--- src/rtl/alu_arbiter_if.sv ---
// alu_arbiter_if: one requester's valid/ready request channel and response channel
interface alu_arbiter_if #(parameter int DATA_W = 32);
  logic req_valid, req_ready;
  logic [3:0] req_op;
  logic [DATA_W-1:0] req_a, req_b;
  logic rsp_valid, rsp_ready;
  logic [DATA_W-1:0] rsp_result;
  logic [3:0] rsp_flags;
  modport master(output req_valid, req_op, req_a, req_b, rsp_ready, input req_ready, rsp_valid, rsp_result, rsp_flags);
  modport slave(input req_valid, req_op, req_a, req_b, rsp_ready, output req_ready, rsp_valid, rsp_result, rsp_flags);
endinterface

--- src/rtl/alu_arbiter.sv ---
// alu_arbiter: round-robin two-requester ALU front end; ALU_ARB_SHARED_FLAGS_EN selects one shared flag register
module alu_arbiter #(parameter int DATA_W = 32) (
  input  logic clk,
  input  logic rst_n,
  alu_arbiter_if.slave port0,
  alu_arbiter_if.slave port1,
  output logic [DATA_W-1:0] alu_a,
  output logic [DATA_W-1:0] alu_b,
  output logic [3:0] alu_ctrl,
  input  logic [DATA_W-1:0] alu_result,
  input  logic [3:0] alu_flags,
  input  logic alu_finished,
  output logic halted,
  input  logic resume
);
  typedef enum logic [1:0] {IDLE, EXEC, RESP, HALT} state_t;
  state_t state;
  logic own, last, fin, rv0, rv1, g0, g1, take, zero_op;
  logic [DATA_W-1:0] res;
  function automatic logic [3:0] upd(input logic [3:0] op, input logic [3:0] old, input logic [3:0] nf);
    return (op inside {4'b0000, 4'b0001, 4'b0110, 4'b1000, 4'b1010}) ? nf :
           (op inside {[4'b0010:4'b0101]}) ? {nf[3:2], old[1:0]} : old;
  endfunction
  // on a tie, the requester not granted last wins
  assign g1 = port1.req_valid && (!port0.req_valid || !last);
  assign g0 = port0.req_valid && !g1;
  assign take = rst_n && state == IDLE;
  assign port0.req_ready = take && g0;
  assign port1.req_ready = take && g1;
  assign zero_op = alu_ctrl inside {4'b0111, [4'b1011:4'b1111]};
  assign port0.rsp_valid = rv0;
  assign port1.rsp_valid = rv1;
  assign port0.rsp_result = res;
  assign port1.rsp_result = res;
  always_ff @(posedge clk or negedge rst_n)
    if (!rst_n) begin
      state <= IDLE;
      own <= 1'b0;
      last <= 1'b1;
      fin <= 1'b0;
      res <= '0;
      alu_a <= '0;
      alu_b <= '0;
      alu_ctrl <= '0;
      rv0 <= 1'b0;
      rv1 <= 1'b0;
      halted <= 1'b0;
    end else case (state)
      IDLE: if (g0 || g1) begin
        own <= g1;
        last <= g1;
        alu_ctrl <= g1 ? port1.req_op : port0.req_op;
        alu_a <= g1 ? port1.req_a : port0.req_a;
        alu_b <= g1 ? port1.req_b : port0.req_b;
        state <= EXEC;
      end
      EXEC: begin
        res <= zero_op ? '0 : alu_result;
        fin <= alu_finished;
        rv0 <= !own;
        rv1 <= own;
        state <= RESP;
      end
      RESP: if (own ? port1.rsp_ready : port0.rsp_ready) begin
        rv0 <= 1'b0;
        rv1 <= 1'b0;
        halted <= fin;
        state <= fin ? HALT : IDLE;
      end
      HALT: if (resume) begin
        halted <= 1'b0;
        state <= IDLE;
      end
      default: state <= IDLE;
    endcase
`ifdef ALU_ARB_SHARED_FLAGS_EN
  logic [3:0] fl;
  always_ff @(posedge clk or negedge rst_n)
    if (!rst_n) fl <= '0;
    else if (state == EXEC) fl <= upd(alu_ctrl, fl, alu_flags);
  assign port0.rsp_flags = fl;
  assign port1.rsp_flags = fl;
`else
  logic [3:0] fl0, fl1;
  always_ff @(posedge clk or negedge rst_n)
    if (!rst_n) begin
      fl0 <= '0;
      fl1 <= '0;
    end else if (state == EXEC) begin
      fl0 <= own ? fl0 : upd(alu_ctrl, fl0, alu_flags);
      fl1 <= own ? upd(alu_ctrl, fl1, alu_flags) : fl1;
    end
  assign port0.rsp_flags = fl0;
  assign port1.rsp_flags = fl1;
`endif
endmodule

--- src/flat_wrapper.sv ---
// flat-port wrapper written by rule: the top's interface ports become plain ports
module alu_arbiter_flat 
#(parameter int DATA_W = 32)
  (clk, rst_n, alu_a, alu_b, alu_ctrl, alu_result, alu_flags, alu_finished, halted, resume, port0_req_valid, port0_req_op, port0_req_a, port0_req_b, port0_rsp_ready, port0_req_ready, port0_rsp_valid, port0_rsp_result, port0_rsp_flags, port1_req_valid, port1_req_op, port1_req_a, port1_req_b, port1_rsp_ready, port1_req_ready, port1_rsp_valid, port1_rsp_result, port1_rsp_flags);
  alu_arbiter_if #(.DATA_W(DATA_W)) port0_i ();
  alu_arbiter_if #(.DATA_W(DATA_W)) port1_i ();
  input  logic clk;
  input  logic rst_n;
  output logic [DATA_W-1:0] alu_a;
  output logic [DATA_W-1:0] alu_b;
  output logic [3:0] alu_ctrl;
  input  logic [DATA_W-1:0] alu_result;
  input  logic [3:0] alu_flags;
  input  logic alu_finished;
  output logic halted;
  input  logic resume;
  input wire logic [$bits(port0_i.req_valid)-1:0] port0_req_valid;
  input wire logic [$bits(port0_i.req_op)-1:0] port0_req_op;
  input wire logic [$bits(port0_i.req_a)-1:0] port0_req_a;
  input wire logic [$bits(port0_i.req_b)-1:0] port0_req_b;
  input wire logic [$bits(port0_i.rsp_ready)-1:0] port0_rsp_ready;
  output wire logic [$bits(port0_i.req_ready)-1:0] port0_req_ready;
  output wire logic [$bits(port0_i.rsp_valid)-1:0] port0_rsp_valid;
  output wire logic [$bits(port0_i.rsp_result)-1:0] port0_rsp_result;
  output wire logic [$bits(port0_i.rsp_flags)-1:0] port0_rsp_flags;
  input wire logic [$bits(port1_i.req_valid)-1:0] port1_req_valid;
  input wire logic [$bits(port1_i.req_op)-1:0] port1_req_op;
  input wire logic [$bits(port1_i.req_a)-1:0] port1_req_a;
  input wire logic [$bits(port1_i.req_b)-1:0] port1_req_b;
  input wire logic [$bits(port1_i.rsp_ready)-1:0] port1_rsp_ready;
  output wire logic [$bits(port1_i.req_ready)-1:0] port1_req_ready;
  output wire logic [$bits(port1_i.rsp_valid)-1:0] port1_rsp_valid;
  output wire logic [$bits(port1_i.rsp_result)-1:0] port1_rsp_result;
  output wire logic [$bits(port1_i.rsp_flags)-1:0] port1_rsp_flags;
  assign port0_i.req_valid = port0_req_valid;
  assign port0_i.req_op = port0_req_op;
  assign port0_i.req_a = port0_req_a;
  assign port0_i.req_b = port0_req_b;
  assign port0_i.rsp_ready = port0_rsp_ready;
  assign port0_req_ready = port0_i.req_ready;
  assign port0_rsp_valid = port0_i.rsp_valid;
  assign port0_rsp_result = port0_i.rsp_result;
  assign port0_rsp_flags = port0_i.rsp_flags;
  assign port1_i.req_valid = port1_req_valid;
  assign port1_i.req_op = port1_req_op;
  assign port1_i.req_a = port1_req_a;
  assign port1_i.req_b = port1_req_b;
  assign port1_i.rsp_ready = port1_rsp_ready;
  assign port1_req_ready = port1_i.req_ready;
  assign port1_rsp_valid = port1_i.rsp_valid;
  assign port1_rsp_result = port1_i.rsp_result;
  assign port1_rsp_flags = port1_i.rsp_flags;
  alu_arbiter #(.DATA_W(DATA_W)) u_core (.clk(clk), .rst_n(rst_n), .port0(port0_i), .port1(port1_i), .alu_a(alu_a), .alu_b(alu_b), .alu_ctrl(alu_ctrl), .alu_result(alu_result), .alu_flags(alu_flags), .alu_finished(alu_finished), .halted(halted), .resume(resume));
endmodule
--- config.mk ---
export PLATFORM = sky130hd
export DESIGN_NAME = alu_arbiter_flat
export DESIGN_NICKNAME = d
export VERILOG_FILES = /design/src/rtl/alu_arbiter_if.sv /design/src/rtl/alu_arbiter.sv /design/src/flat_wrapper.sv
export SDC_FILE = /design/constraint.sdc
export NUM_CORES = 1
export LEC_CHECK = 0
export CAP_MARGIN = 20
export CORE_MARGIN = 4
export CORE_UTILIZATION = 38
export CTS_BUF_LIST = sky130_fd_sc_hd__clkbuf_16
export DETAILED_ROUTE_END_ITERATION = 12
export GPL_TIMING_DRIVEN = 0
export MAX_ROUTING_LAYER = met4
export PLACE_DENSITY_LB_ADDON = 0.12
export SYNTH_ARGS = -nofsm -noshare
export SYNTH_HDL_FRONTEND = slang
export SYNTH_SLANG_ARGS = --single-unit
--- constraint.sdc ---
create_clock -name clk -period 1.8 [get_ports clk]
set_input_delay 0.36 -clock clk [delete_from_list [all_inputs] [get_ports clk]]
set_output_delay 0.36 -clock clk [all_outputs]
set_load 0.005 [all_outputs]
After elaboration in Yosys (flattened, before gate mapping). Index checks and enable logic that the tools add are counted.

Flip-flop bits (word level): 116. Bits in latches: 0. RAM bits: 0. Memory bits (read-only): 0. Output and inout bits: 145. Word-level logic and storage cells: 77. Memories: 0.

$add $sub $neg: 0. Multiply operators: 0. Div/mod/pow operators: 0. Magnitude comparators: 4. Equality and inequality tests: 11. Shift-type cells: 0. Muxes and demuxes: 18. Bitwise operators: 1. Reduce and logical (&&, ||, !) cells: 28.

Operators by type and width (count): 32-bit two-way mux (3); 3-bit AND reduction (6); 4-bit two-way mux (3); 4-bit by 3-bit equality test with 1-bit output (second input constant) (2); 4-bit equality test (second input constant) (2); 2-bit two-way mux (4); 2-bit one-hot mux with 4 select lines (1); 2-bit nonzero test (4); 1-bit logical AND (7); 1-bit one-hot mux with 2 select lines (3); 5-bit nonzero test (1); 2-bit equality test (second input constant) (2); 4-bit by 1-bit equality test with 1-bit output (second input constant) (1); 4-bit by 2-bit greater-or-equal comparator with 1-bit output (second input constant) (1); 4-bit greater-or-equal comparator (second input constant) (1); 4-bit by 3-bit less-or-equal comparator with 1-bit output (second input constant) (1); 4-bit less-or-equal comparator (second input constant) (1); 1-bit logical NOT (4); 4-bit logical NOT (1); 1-bit two-way mux (4); 2-bit != test (second input constant) (2); 2-bit AND reduction (2); 2-bit by 1-bit equality test with 1-bit output (second input constant) (1); 2-bit logical NOT (1); other kinds (3) (4).

Longest topological paths before layout. Gate-level depths: netlist of run 1.

Depth after elaboration: 8. Mapped depth: 6.

Worst setup path after synthesis of run 1. OpenSTA, ideal clock, no wires.

Path type: input to register. From: input port port1_req_valid. To: register u_core.alu_a[17]. Library setup time: 125 ps. Arrival: 1430 ps. Setup slack: 246 ps. Stages: 4. Path buffers: 1. Path through: a21boi_2 buf_2 mux2_2 mux2_2.

Word-level cells in the longest chain between the ends: 5. Elaborated cells on any way between the ends: 6.

Ends and longest elaborated chain: start: declaration (line flat_wrapper.sv:26) `input wire logic [$bits(port1_i.req_valid)-1:0] port1_req_valid;`; 1-bit logical AND * (line alu_arbiter.sv:25) `assign g1 = port1.req_valid && (!port0.req_valid || !last);`; 1-bit logical NOT (line alu_arbiter.sv:26) `assign g0 = port0.req_valid && !g1;`; 1-bit logical AND (line alu_arbiter.sv:26); 1-bit logical OR (line alu_arbiter.sv:49) `IDLE: if (g0 || g1) begin`; 2-bit AND reduction (no source line); end signal: assignment (line alu_arbiter.sv:53) `alu_a <= g1 ? port1.req_a : port0.req_a;`; end: declaration (line alu_arbiter.sv:7) `output logic [DATA_W-1:0] alu_a,`.

Mark *: on every way between the ends. The rest lies on a longest branch, timed or not. A chain may end at the register's enable or synchronous reset.

Worst setup path in the final report of run 1.
From: register u_core.last. To: output port port1_req_ready.

Word-level cells in the longest chain between the ends: 4.

Ends and longest elaborated chain: start: declaration (line alu_arbiter.sv:18) `logic own, last, fin, rv0, rv1, g0, g1, take, zero_op;`; start signal: assignment (line alu_arbiter.sv:51) `last <= g1;`; 1-bit logical NOT (line alu_arbiter.sv:25); 1-bit logical OR (line alu_arbiter.sv:25); 1-bit logical AND (line alu_arbiter.sv:25); 1-bit logical AND (line alu_arbiter.sv:29) `assign port1.req_ready = take && g1;`; end: declaration (line flat_wrapper.sv:31) `output wire logic [$bits(port1_i.req_ready)-1:0] port1_req_ready;`.

Every way passes these cells.

==> summary.md, run 1 <==
| Metric | Value |
|---|---|
| Clock share of power | `0.186` |
| Setup crit end kind | `output pin` |
| Critical Path AT | `1410 ps` |
| Static Leak | `4.29 nW` |
| CP cell instances | `a21boi_4, buf_6, and3_4, buf_6` |
| Syn Area/Cell | `14.1 um2` |
| DR vias | `4474` |
| Most Crowded Layer GR | `met2` |
| Number of synthesized register bits | `116` |
| Max-slew headroom | `0.676` |
| Post-synthesis sequential area ratio | `0.520` |
| Clk_skew | `5.72 ps` |
| Most common cell after layout, fill and taps aside | `clkdlybuf4s50_1` |
| Worst-Margin Slew | `483 ps` |
| Buffers on Ports | `324` |
| Maximum vdd drop | `0.894 mV` |
| CTS tree | `yes` |
| Initial antenna violation count | `0` |
| Final nets | `930` |
| Final Max Slew Viols | `0` |
| Post-DP HPWL | `13300 um` |
| Synthesized cell area | `5590 um2` |
| Layout Cells excl Fill | `946` |
| Met2 usage in global routing | `0.348` |
| Seq pwr share | `0.319` |
| Clock-pin slew on the worst setup and hold paths | `50 ps` |
| Met1 usage | `0.230` |
| Net Sw Frac | `0.293` |
| CTS Buffer Depth | `2` |
| Top cell type's share of synthesized area | `0.515` |
| P_sw | `4.45 mW` |
| Cell taking the most area after synthesis | `dfrtp_1` |
| Total gr overflow | `0` |
| Setup slack after layout | `27.9 ps` |
| Combinational share of power | `0.495` |
| Internal | `10.7 mW` |
| GPL Wtd Cong | `0.811` |
| Critical path type | `flip-flop to output pin` |
| Placed insts | `906` |
| Most used cell along the critical path | `buf_6` |
| WL/cell | `18.0 um` |
| Failing checks | `hold timing` |
| Antenna cell count | `0` |
| Crit path launch type | `flip-flop` |
| CP required | `1440 ps` |
| CP Max Fanout | `4` |
| Die Span X | `129 um` |
| Hold WC Path Type | `primary input to async pin` |
| Total power | `15.2 mW` |
| WL final | `17000 um` |
| Slowest stage cell, crit path | `dfstp_2` |
| DRT iter0 DRCs | `152` |
| Number of library cell types mapped by synthesis | `36` |
| Highest-count cells in the layout ignoring fill and taps | `clkdlybuf4s50_1 (300), dfrtp_1 (109), mux2_2 (101)` |
| Die area | `16700 um2` |
| Pin count of the biggest net entering global routing | `56` |
| Area Growth Syn to Fin | `75.0%` |
| Vias in the first global route | `4756` |
| I/O pin cnt | `325` |
| DRT antenna net count | `0` |
| Worst-Skew Late Latency | `400 ps` |
| PD cells | `1550 nW/um2` |
| Peak per-stage delay on the critical path | `550 ps` |
| Num rows | `44` |
| Status | `finished, violations left` |
| Total CTS buffers | `17` |
| CTS root buf | `clkbuf_16` |
| RSZ-0062 raised after global routing | `true` |
| Final Hold Vio Count | `53` |
| DRC | `0` |
| Vias per Instance | `4.73` |
| End-of-flow core utilization | `0.675` |
| Initial Util | `0.386` |
| Syn Nets | `577` |
| Max Cap Viol | `0` |
| Tot GR Track Use | `0.203` |
| Met3 GRT Util | `0.0565` |
| Fmax | `564 MHz` |
| Crit share post-route | `0.984` |
| CORE AREA | `14500 um2` |
| Layout cells sized above 1 | `0.278` |
| Post-route minimum period | `1770 ps` |
| H-tree levels | `4` |
| Ranking of synthesized cells by area | `dfrtp_1 (52%), mux2_2 (20%), mux2_1 (8.9%)` |
| Syn Inst Count | `397` |
| DRT Pass-1 Iters | `4` |
| DP Worst Slack | `-1020 ps` |
| Warnings, synthesis | `0` |
| Setup violators final | `0` |
| Global-route wire length before repair | `25200 um` |
| Worst hold slack | `-184 ps` |
| Clk sinks | `116` |
| Die Span Y | `129 um` |
[synth_stat cells]
cell       count
nand3_1        1
nor2_1         2
a211oi_2       1
a2111oi_4      1
a21o_1         2
buf_6          8
a22oi_1        1
inv_1          3
a21boi_2       1
nor3b_2        1
nor2_2         1
buf_2         13
nand2b_1       2
a31oi_1        1
nand3b_1       1
dfrtp_1      115
o21a_1         2
and4bb_4       1
o311ai_2       1
o21ai_0        6
mux2i_1        2
a22o_1        32
mux2_1        44
o2bb2ai_1      1
a21oi_1        4
nor3_1         1
and2b_1        1
buf_4         33
clkbuf_1       2
o311ai_4       1
and3_1         2
o22ai_1        2
and2_1         2
mux2_2       101
nand2_1        4
dfstp_2        1
[final cells by class]
| cell class | instances | area (um2) |
|---|---|---|
| plain buffers | 54 | 419 |
| clock buffers | 17 | 425 |
| clock inverters | 14 | 75.1 |
| fillers | 1066 | 4700 |
| inverters | 3 | 11.3 |
| multi-input cells | 222 | 2280 |
| flip-flops and latches | 116 | 2910 |
| well taps | 184 | 230 |
| repair buffers | 336 | 3420 |
[power groups by stage]
stage          sequential [mW]  combinational, mW  clock (mW)
6_report                  4.83               7.51        2.82
5_1_grt                   5.01               8.09        3.02
4_1_cts                   4.86               7.62        2.89
3_5_place_dp              4.83               7.56           0
3_3_place_gp              4.77               7.43           0
2_1_floorplan             4.79               3.23           0
[stage by stage]
step	cell area (um2)	setup TNS, ps
after floorplan	5590	0
after global placement	9060	-518210
after detailed placement	9090	-47170
after CTS	9680	0
after global routing	9780	-21.3
final	9780	0
[layer usage]
metal	share of wire	vias up
met3	0.083	20
met5	0	-
li1	-	2125
met2	0.52	198
met4	0.012	0
met1	0.39	2131
[state kept, by name, summed over array words and instances (netlist names)]
signal and cells:
u_core.own 1, u_core.halted 1, u_core.state 2, u_core.port0.rsp_flags 4, u_core.port0.rsp_valid 1, u_core.alu_ctrl 4
u_core.alu_a 32, u_core.alu_b 32, u_core.port1.rsp_valid 1, u_core.port1.rsp_flags 4, u_core.fin 1, u_core.port0.rsp_result 32
u_core.last 1
[critical path: cells and delay by family, from the launching register on]
family	cells	cell delay [ps]
AO/OA/AOI/OAI	1	60
AND/OR/NAND/NOR	1	160
buffers and inverters	2	240
flip-flops	1	550
[worst paths after layout]
| kind | from | end | slack [ps] | cells after the start |
|---|---|---|---|---|
| setup / recovery | u_core.last$_DFFE_PN1P_ | port1_req_ready | 30 | 4 |
| hold / removal | rst_n | u_core.port0.rsp_result[27]$_DFFE_PN0P_ | -180 | 1 |
| setup reg to reg | u_core.last$_DFFE_PN1P_ | u_core.alu_ctrl[3]$_DFFE_PN0P_ | 60 | 5 |
| hold reg to reg | u_core.alu_b[30]$_DFFE_PN0P_ | u_core.alu_b[30]$_DFFE_PN0P_ | 480 | 1 |
| max in group asynchronous | rst_n | u_core.alu_ctrl[1]$_DFFE_PN0P_ | 1340 | 2 |
| min in group clk | port0_req_valid | u_core.last$_DFFE_PN1P_ | 390 | 2 |
[cell families (layout without fill, tap and decap cells)]
logic type	after synthesis	after routing	share of synthesized area
mux	147	147	0.296
flops	116	116	0.520
buf+inv	59	424	0.0755
simple gates	19	19	0.0215
compound gates	56	56	0.0876
[timing repair]
| action | in CTS | in global routing |
|---|---|---|
| setup buffers | 6 | 4 |
| cloned | 1 | 0 |
| endpoints found under the hold margin | 53 | 53 |
| gates resized for setup | 26 | 24 |
| pin swaps | 2 | 0 |
| endpoints found under the setup margin | 75 | 90 |
No activity file was read; power rests on OpenSTA's default activity.
==> inputs of run 2 (changes only) <==
- CAP_MARGIN: 20 -> unset
- PLACE_DENSITY: unset -> 0.87
- PLACE_DENSITY_LB_ADDON: 0.12 -> unset
==> run 2 against run 1 <==
  * Critical path type unchanged
  * Critical endpoint is now port1_rsp_result[8]
  * Worst hold slack improved by 31 ps
  * Critical path depth decreased by 2
  * The flow still finishes with violations (hold timing)
  * Via count grew 2.9%
  * Sequential share of layout area is 0.45 points lower
  * Largest cell class unchanged
==> summary.md, run 2 (synthesis gave the netlist of run 1 again) <==
| Metric | Value |
|---|---|
| Final Hold Vio Count | `50 (-5.7%)` |
| DRT antenna net count | `0 (unchanged)` |
| Crit path launch type | `flip-flop` |
| H-tree levels | `4 (unchanged)` |
| Clock-pin slew on the worst setup and hold paths | `60 ps (about the same)` |
| Worst-Skew Late Latency | `410 ps (about the same)` |
| DRT Pass-1 Iters | `4 (unchanged)` |
| Status | `finished, violations left` |
| Crit share post-route | `0.972 (-0.0129)` |
| Setup violators final | `0 (unchanged)` |
| Initial antenna violation count | `0 (unchanged)` |
| PD cells | `1600 nW/um2 (+2.9%)` |
| Hold WC Path Type | `primary input to async pin` |
| Buffers on Ports | `324 (unchanged)` |
| CTS root buf | `clkbuf_16` |
| Tot GR Track Use | `0.227 (+0.0239)` |
| Post-route minimum period | `1750 ps (-23.2 ps)` |
| Total CTS buffers | `17 (unchanged)` |
| Area of the multi-input gates | `2280 um2 (-0.27%)` |
| Worst-Margin Slew | `476 ps (-6.88 ps)` |
| Pin count of the biggest net entering global routing | `53 (-5.4%)` |
| Setup crit end kind | `output pin` |
| WL final | `18500 um (+8.5%)` |
| Post-DP HPWL | `14400 um (+7.7%)` |
| Area Growth Syn to Fin | `77.7%` |
| DR vias | `4605 (+2.9%)` |
| Layout cells sized above 1 | `0.283 (+0.00490)` |
| CTS tree | `yes` |
| GPL Wtd Cong | `0.861 (+6.1%)` |
| Met2 wire len | `10300 um (+16%)` |
| Global-route wire length before repair | `28100 um (+11%)` |
| Failing checks | `hold timing` |
| Post-route cell area | `9930 um2 (+1.5%)` |
| Fillers | `1017 (-4.6%)` |
| Total gr overflow | `0 (unchanged)` |
| Highest metal used | `met4` |
| Max Cap Viol | `0 (unchanged)` |
| Fmax | `572 MHz (+1.3%)` |
| Total placed instance area | `9090 um2 (about the same)` |
| Highest-count cells in the layout ignoring fill and taps | `clkdlybuf4s50_1 (294), dfrtp_1 (109), mux2_2 (101)` |
| Clk_skew | `10.2 ps (+4.48 ps)` |
| M1 wire length | `6380 um (-2.9%)` |
| Die area | `16700 um2 (unchanged)` |
| Final TNS setup | `0 ps (unchanged)` |
| Vias in the first global route | `5208 (+9.5%)` |
| Antenna cell count | `0 (unchanged)` |
| Final nets | `937 (+0.75%)` |
| CTS Buffer Depth | `2 (unchanged)` |
| Critical Path AT | `1390 ps (-20 ps)` |
| Critical path type | `flip-flop to output pin` |
| DRC | `0 (unchanged)` |
| Num rows | `44 (unchanged)` |
| Initial Util | `0.386 (unchanged)` |
| Die Span X | `129 um (unchanged)` |
| DRT iter0 DRCs | `103 (-32%)` |
| WL/cell | `19.4 um (+7.6%)` |
| Worst hold slack | `-153 ps (+30.7 ps)` |
| CP Max Fanout | `3 (-1)` |
| Clk sinks | `116 (unchanged)` |
| Most common cell after layout, fill and taps aside | `clkdlybuf4s50_1` |
| Static Leak | `4.45 nW (+3.8%)` |
| CORE AREA | `14500 um2 (unchanged)` |
| End-of-flow core utilization | `0.686 (+0.0104)` |
| I/O pin cnt | `325 (unchanged)` |
| CP required | `1440 ps (about the same)` |
| Register area | `2910 um2 (unchanged)` |
| Met3 wire length | `1530 um (+8.9%)` |
| Max-slew headroom | `0.680 (+0.00462)` |
| Die Span Y | `129 um (unchanged)` |
| Maximum vdd drop | `0.937 mV (+4.9%)` |
| Final Max Slew Viols | `0 (unchanged)` |
| Vias per Instance | `4.83 (+2.1%)` |
## run 2: cell types whose count changed in the layout (fill, tap and decap cells not counted), sizes merged
cell,change
clkbuf,-1
clkinvlp,-2
bufinv,+3
inv,+1
clkinv,-1
buf,+8
clkdlybuf4s50,-6
dlymetal6s2s,+6
## run 2: worst paths after layout
kind                                                             start                                     end  slack, ps  cells after the start
max in group asynchronous                                        rst_n          u_core.alu_ctrl[3]$_DFFE_PN0P_       1250                      2
worst max register to register             u_core.state[1]$_DFFE_PN0P_   u_core.port0.rsp_flags[3]$_DFFE_PN0P_         60                      5
min in group clk                                       port0_req_valid                 u_core.last$_DFFE_PN1P_        280                      2
worst min-delay path                                             rst_n  u_core.port0.rsp_result[6]$_DFFE_PN0P_       -150                      1
worst max-delay path            u_core.port0.rsp_result[8]$_DFFE_PN0P_                     port1_rsp_result[8]         50                      2
worst min register to register   u_core.port0.rsp_flags[0]$_DFFE_PN0P_   u_core.port0.rsp_flags[0]$_DFFE_PN0P_        490                      1
## run 2: report_power, final
part	total (mW)	switching (mW)	internal, mW
logic	7.76	2.60	5.16
clock network	3.27	1.14	2.13
registers	4.81	0.876	3.93
## run 2: repair_timing
action / 4_1_cts / 5_1_grt
pin swaps: 1 / 1
endpoints found under the hold margin: 50 / 50
setup buffers: 8 / 10
setup endpoints to repair: 77 / 113
resized for setup: 29 / 33
gates cloned: 1 / 0
## run 2: per-layer routing
metal	vias up	global-route usage
met3	22	0.0651
met1	2229	0.239
li1	2140	-
met4	0	0.0649
met2	214	0.412
met5	-	-
## run 2: final cells by class
| class | count | area share |
|---|---|---|
| plain buffers | 53 | 0.0434 |
| clock buffers | 17 | 0.0429 |
| clock inverters | 15 | 0.0150 |
| inverters | 3 | 0.00113 |
| multi-input cells | 222 | 0.229 |
| flip-flops and latches | 116 | 0.293 |
| well taps | 184 | 0.0232 |
| repair buffers | 344 | 0.352 |
## run 2: metrics by stage
stage	setup slack (ps)	std cells	power, mW	hold slack [ps]
finish	51.1	954	15.8	-153
global route	-4.77	954	16.8	-129
CTS	-19.2	945	15.9	-142
detailed placement	-941	906	12.5	441
global placement	-4200	905	12.1	475
floorplan	246	397	8.01	64.4
## run 2: critical path: stages (launching register included)
cell,delay [ps]
dfrtp_1,360
buf_4,110
clkdlybuf4s50_1,500
==> inputs of run 3 (changes only) <==
- GPL_TIMING_DRIVEN: 0 -> unset
==> run 3 against run 2 <==
  * The run now ends clean
  * Fmax shrank 1.1%
  * Critical path depth up 4
  * Sequential share of layout area up 1.1 points
  * Register-to-register slack hardly changed
  * Critical endpoint is now u_core.alu_b[16]$_DFFE_PN0P_
  * Total power shrank 1.9%
  * First-iteration DRC count grew 37%
  * Largest cell class unchanged
  * Largest power group unchanged
==> summary.md, run 3 (synthesis gave the netlist of run 1 again) <==
| Metric | Value |
|---|---|
| Worst-Skew Late Latency | `400 ps (about the same)` |
| Seq pwr share | `0.307 (+0.003)` |
| Max Cap Viol | `0 (unchanged)` |
| Total CTS buffers | `17 (unchanged)` |
| Reg-to-Reg Start | `u_core.last$_DFFE_PN1P_` |
| Vias per Instance | `4.92 (+2.0%)` |
| Crit path from | `port0_req_valid` |
| DR vias | `4449 (-3.4%)` |
| CORE AREA | `14500 um2 (unchanged)` |
| Clock-pin slew on the worst setup and hold paths | `60 ps (about the same)` |
| Most used cell along the critical path | `mux2_2` |
| Vias in the first global route | `4863 (-6.6%)` |
| H-tree levels | `4 (unchanged)` |
| Met2 usage in global routing | `0.360 (-0.0518)` |
| Clk_skew | `8.47 ps (-1.74 ps)` |
| DRT iter0 DRCs | `141 (+37%)` |
| Buffers on Ports | `324 (unchanged)` |
| CP cell instances | `clkdlybuf4s50_1, a21boi_4, buf_4, clkbuf_16, mux2_2, mux2_2` |
| CP required | `2090 ps (+650 ps)` |
| Critical Path AT | `2060 ps (+670 ps)` |
| Most Crowded Layer GR | `met2` |
| Clk sinks | `116 (unchanged)` |
| Layout cells sized above 1 | `0.235 (-0.0484)` |
| Post-DP HPWL | `13000 um (-9.9%)` |
| Fillers | `1046 (+2.9%)` |
| WL/cell | `19.0 um (-2.1%)` |
| DRT antenna net count | `0 (unchanged)` |
| Static Leak | `3.89 nW (-13%)` |
| Met3 GRT Util | `0.0486 (-0.0165)` |
| DRT Pass-1 Iters | `4 (unchanged)` |
| Net Sw Frac | `0.288 (-0.00354)` |
| Worst-Margin Slew | `774 ps (+298 ps)` |
| Global-route wire length before repair | `25300 um (-10%)` |
| Status | `finished clean` |
| Most common cell after layout, fill and taps aside | `clkdlybuf4s50_1` |
| CP bufs+invs | `3 (+1)` |
| Met1 usage | `0.217 (-0.0222)` |
| Internal | `11.1 mW (-1.4%)` |
| Die Span Y | `129 um (unchanged)` |
| Die area | `16700 um2 (unchanged)` |
| GPL Wtd Cong | `0.787 (-8.6%)` |
| Final nets | `887 (-5.3%)` |
| Pin count of the biggest net entering global routing | `64 (+21%)` |
| CTS Buffer Depth | `2 (unchanged)` |
| Clock share of power | `0.225 (+0.019)` |
| Die Span X | `129 um (unchanged)` |
| CTS root buf | `clkbuf_16` |
| Antenna cell count | `0 (unchanged)` |
| Final Hold Vio Count | `0 (-100%)` |
| DRC | `0 (unchanged)` |
| Critical path type | `primary input to flip-flop` |
| Crit path launch type | `primary input` |
| Num rows | `44 (unchanged)` |
| Max-slew headroom | `0.484 (-0.196)` |
| Initial Util | `0.386 (unchanged)` |
| Final TNS setup | `0 ps (unchanged)` |
| Setup violators final | `0 (unchanged)` |
| Final Max Slew Viols | `0 (unchanged)` |
| WL final | `17100 um (-7.3%)` |
| Delay-heaviest family, CP | `buffers and inverters` |
| Crit share post-route | `0.983 (+0.0112)` |
| Slowest stage cell, crit path | `clkdlybuf4s50_1` |
| P_sw | `4.47 mW (-3.1%)` |
| Combinational share of power | `0.468 (-0.022)` |
| R2r setup slk | `60 ps (about the same)` |
| CTS tree | `yes` |
| Area Growth Syn to Fin | `71.1%` |
| Highest-count cells in the layout ignoring fill and taps | `clkdlybuf4s50_1 (320), dfrtp_1 (111), mux2_2 (101)` |
| Hold WC Path Type | `primary input to async pin` |
| Maximum vdd drop | `0.993 mV (+5.9%)` |
| Crit path depth | `6 (+4)` |
| Reg2Reg Depth | `5 (unchanged)` |
| Tot GR Track Use | `0.202 (-0.0241)` |
| Setup crit end | `u_core.alu_b[16]$_DFFE_PN0P_` |
| Worst hold slack | `116 ps (+269 ps)` |
| RSZ-0062 raised after global routing | `true` |
| Initial antenna violation count | `0 (unchanged)` |
| Peak per-stage delay on the critical path | `460 ps (-40 ps)` |
| Total gr overflow | `0 (unchanged)` |
| CP Max Fanout | `23 (+20)` |
| I/O pin cnt | `325 (unchanged)` |
| Post-route minimum period | `1770 ps (+20.2 ps)` |
| PD cells | `1620 nW/um2 (+1.8%)` |
| Setup crit end kind | `flip-flop` |
| R2R Path End | `u_core.alu_b[5]$_DFFE_PN0P_` |
| Fmax | `565 MHz (-1.1%)` |
## run 3: how the worst min path moves through the flow
stage	startpoint	cells past startpoint	slack (ps)	endpoint
after floorplan	rst_n	0	60	u_core.alu_a[0]$_DFFE_PN0P_
after global placement	u_core.port0.rsp_flags[3]$_DFFE_PN0P_	1	480	u_core.port0.rsp_flags[3]$_DFFE_PN0P_
after detailed placement	u_core.alu_b[30]$_DFFE_PN0P_	1	480	u_core.alu_b[30]$_DFFE_PN0P_
after CTS	rst_n	2	130	u_core.alu_b[19]$_DFFE_PN0P_
after global routing	rst_n	2	180	u_core.alu_b[19]$_DFFE_PN0P_
final	rst_n	2	120	u_core.alu_b[19]$_DFFE_PN0P_
## run 3: area by class of cell
| type | count | area [um2] | area share |
|---|---|---|---|
| multi-input combinational | 222 | 2280 | 0.239 |
| tap | 184 | 230 | 0.0241 |
| inverter | 3 | 11.3 | 0.00118 |
| timing repair buffer | 347 | 3510 | 0.368 |
| sequential | 116 | 2910 | 0.304 |
| clock inverter | 15 | 189 | 0.0198 |
| clock buffer | 17 | 425 | 0.0445 |
## run 3: what timing repair did
item	in CTS	in global routing
setup buffers	2	4
hold buffers	0	0
endpoints found under the setup margin	6	13
pin swaps	2	1
gates resized for setup	8	6
hold endpoints to repair	0	0
gates cloned	0	1
## run 3: power by group through the flow
stage | combinational, mW | clock (mW) | sequential (mW)
2_1_floorplan | 3.23 | 0 | 4.79
3_3_place_gp | 6.92 | 0 | 4.74
3_5_place_dp | 7.10 | 0 | 4.84
4_1_cts | 7.18 | 3.56 | 4.83
5_1_grt | 7.77 | 3.70 | 4.97
6_report | 7.27 | 3.49 | 4.78
## run 3: worst reg2reg max path, stage by stage (launching register included)
cell	delay, ps
dfstp_2	560
a21boi_4	70
buf_4	180
clkbuf_16	210
mux2_1	340
mux2_2	270
## run 3: stage by stage
step / std cells / setup WS, ps / cell area [um2] / power [mW] / util
after floorplan: 397 / 246 / 5590 / 8.01 / -
after global placement: 865 / -346 / 8850 / 11.7 / 0.611
after detailed placement: 865 / -427 / 8850 / 11.9 / 0.611
after CTS: 899 / 3.43 / 9480 / 15.6 / 0.655
after global routing: 904 / -9.16 / 9560 / 16.4 / 0.660
final: 904 / 31.0 / 9560 / 15.5 / 0.660
## run 3: metal layers
metal / share of wire / vias to the layer above
li1: - / 2042
met1: 0.37 / 2155
met2: 0.53 / 218
met3: 0.076 / 34
met4: 0.025 / 0
met5: 0 / -
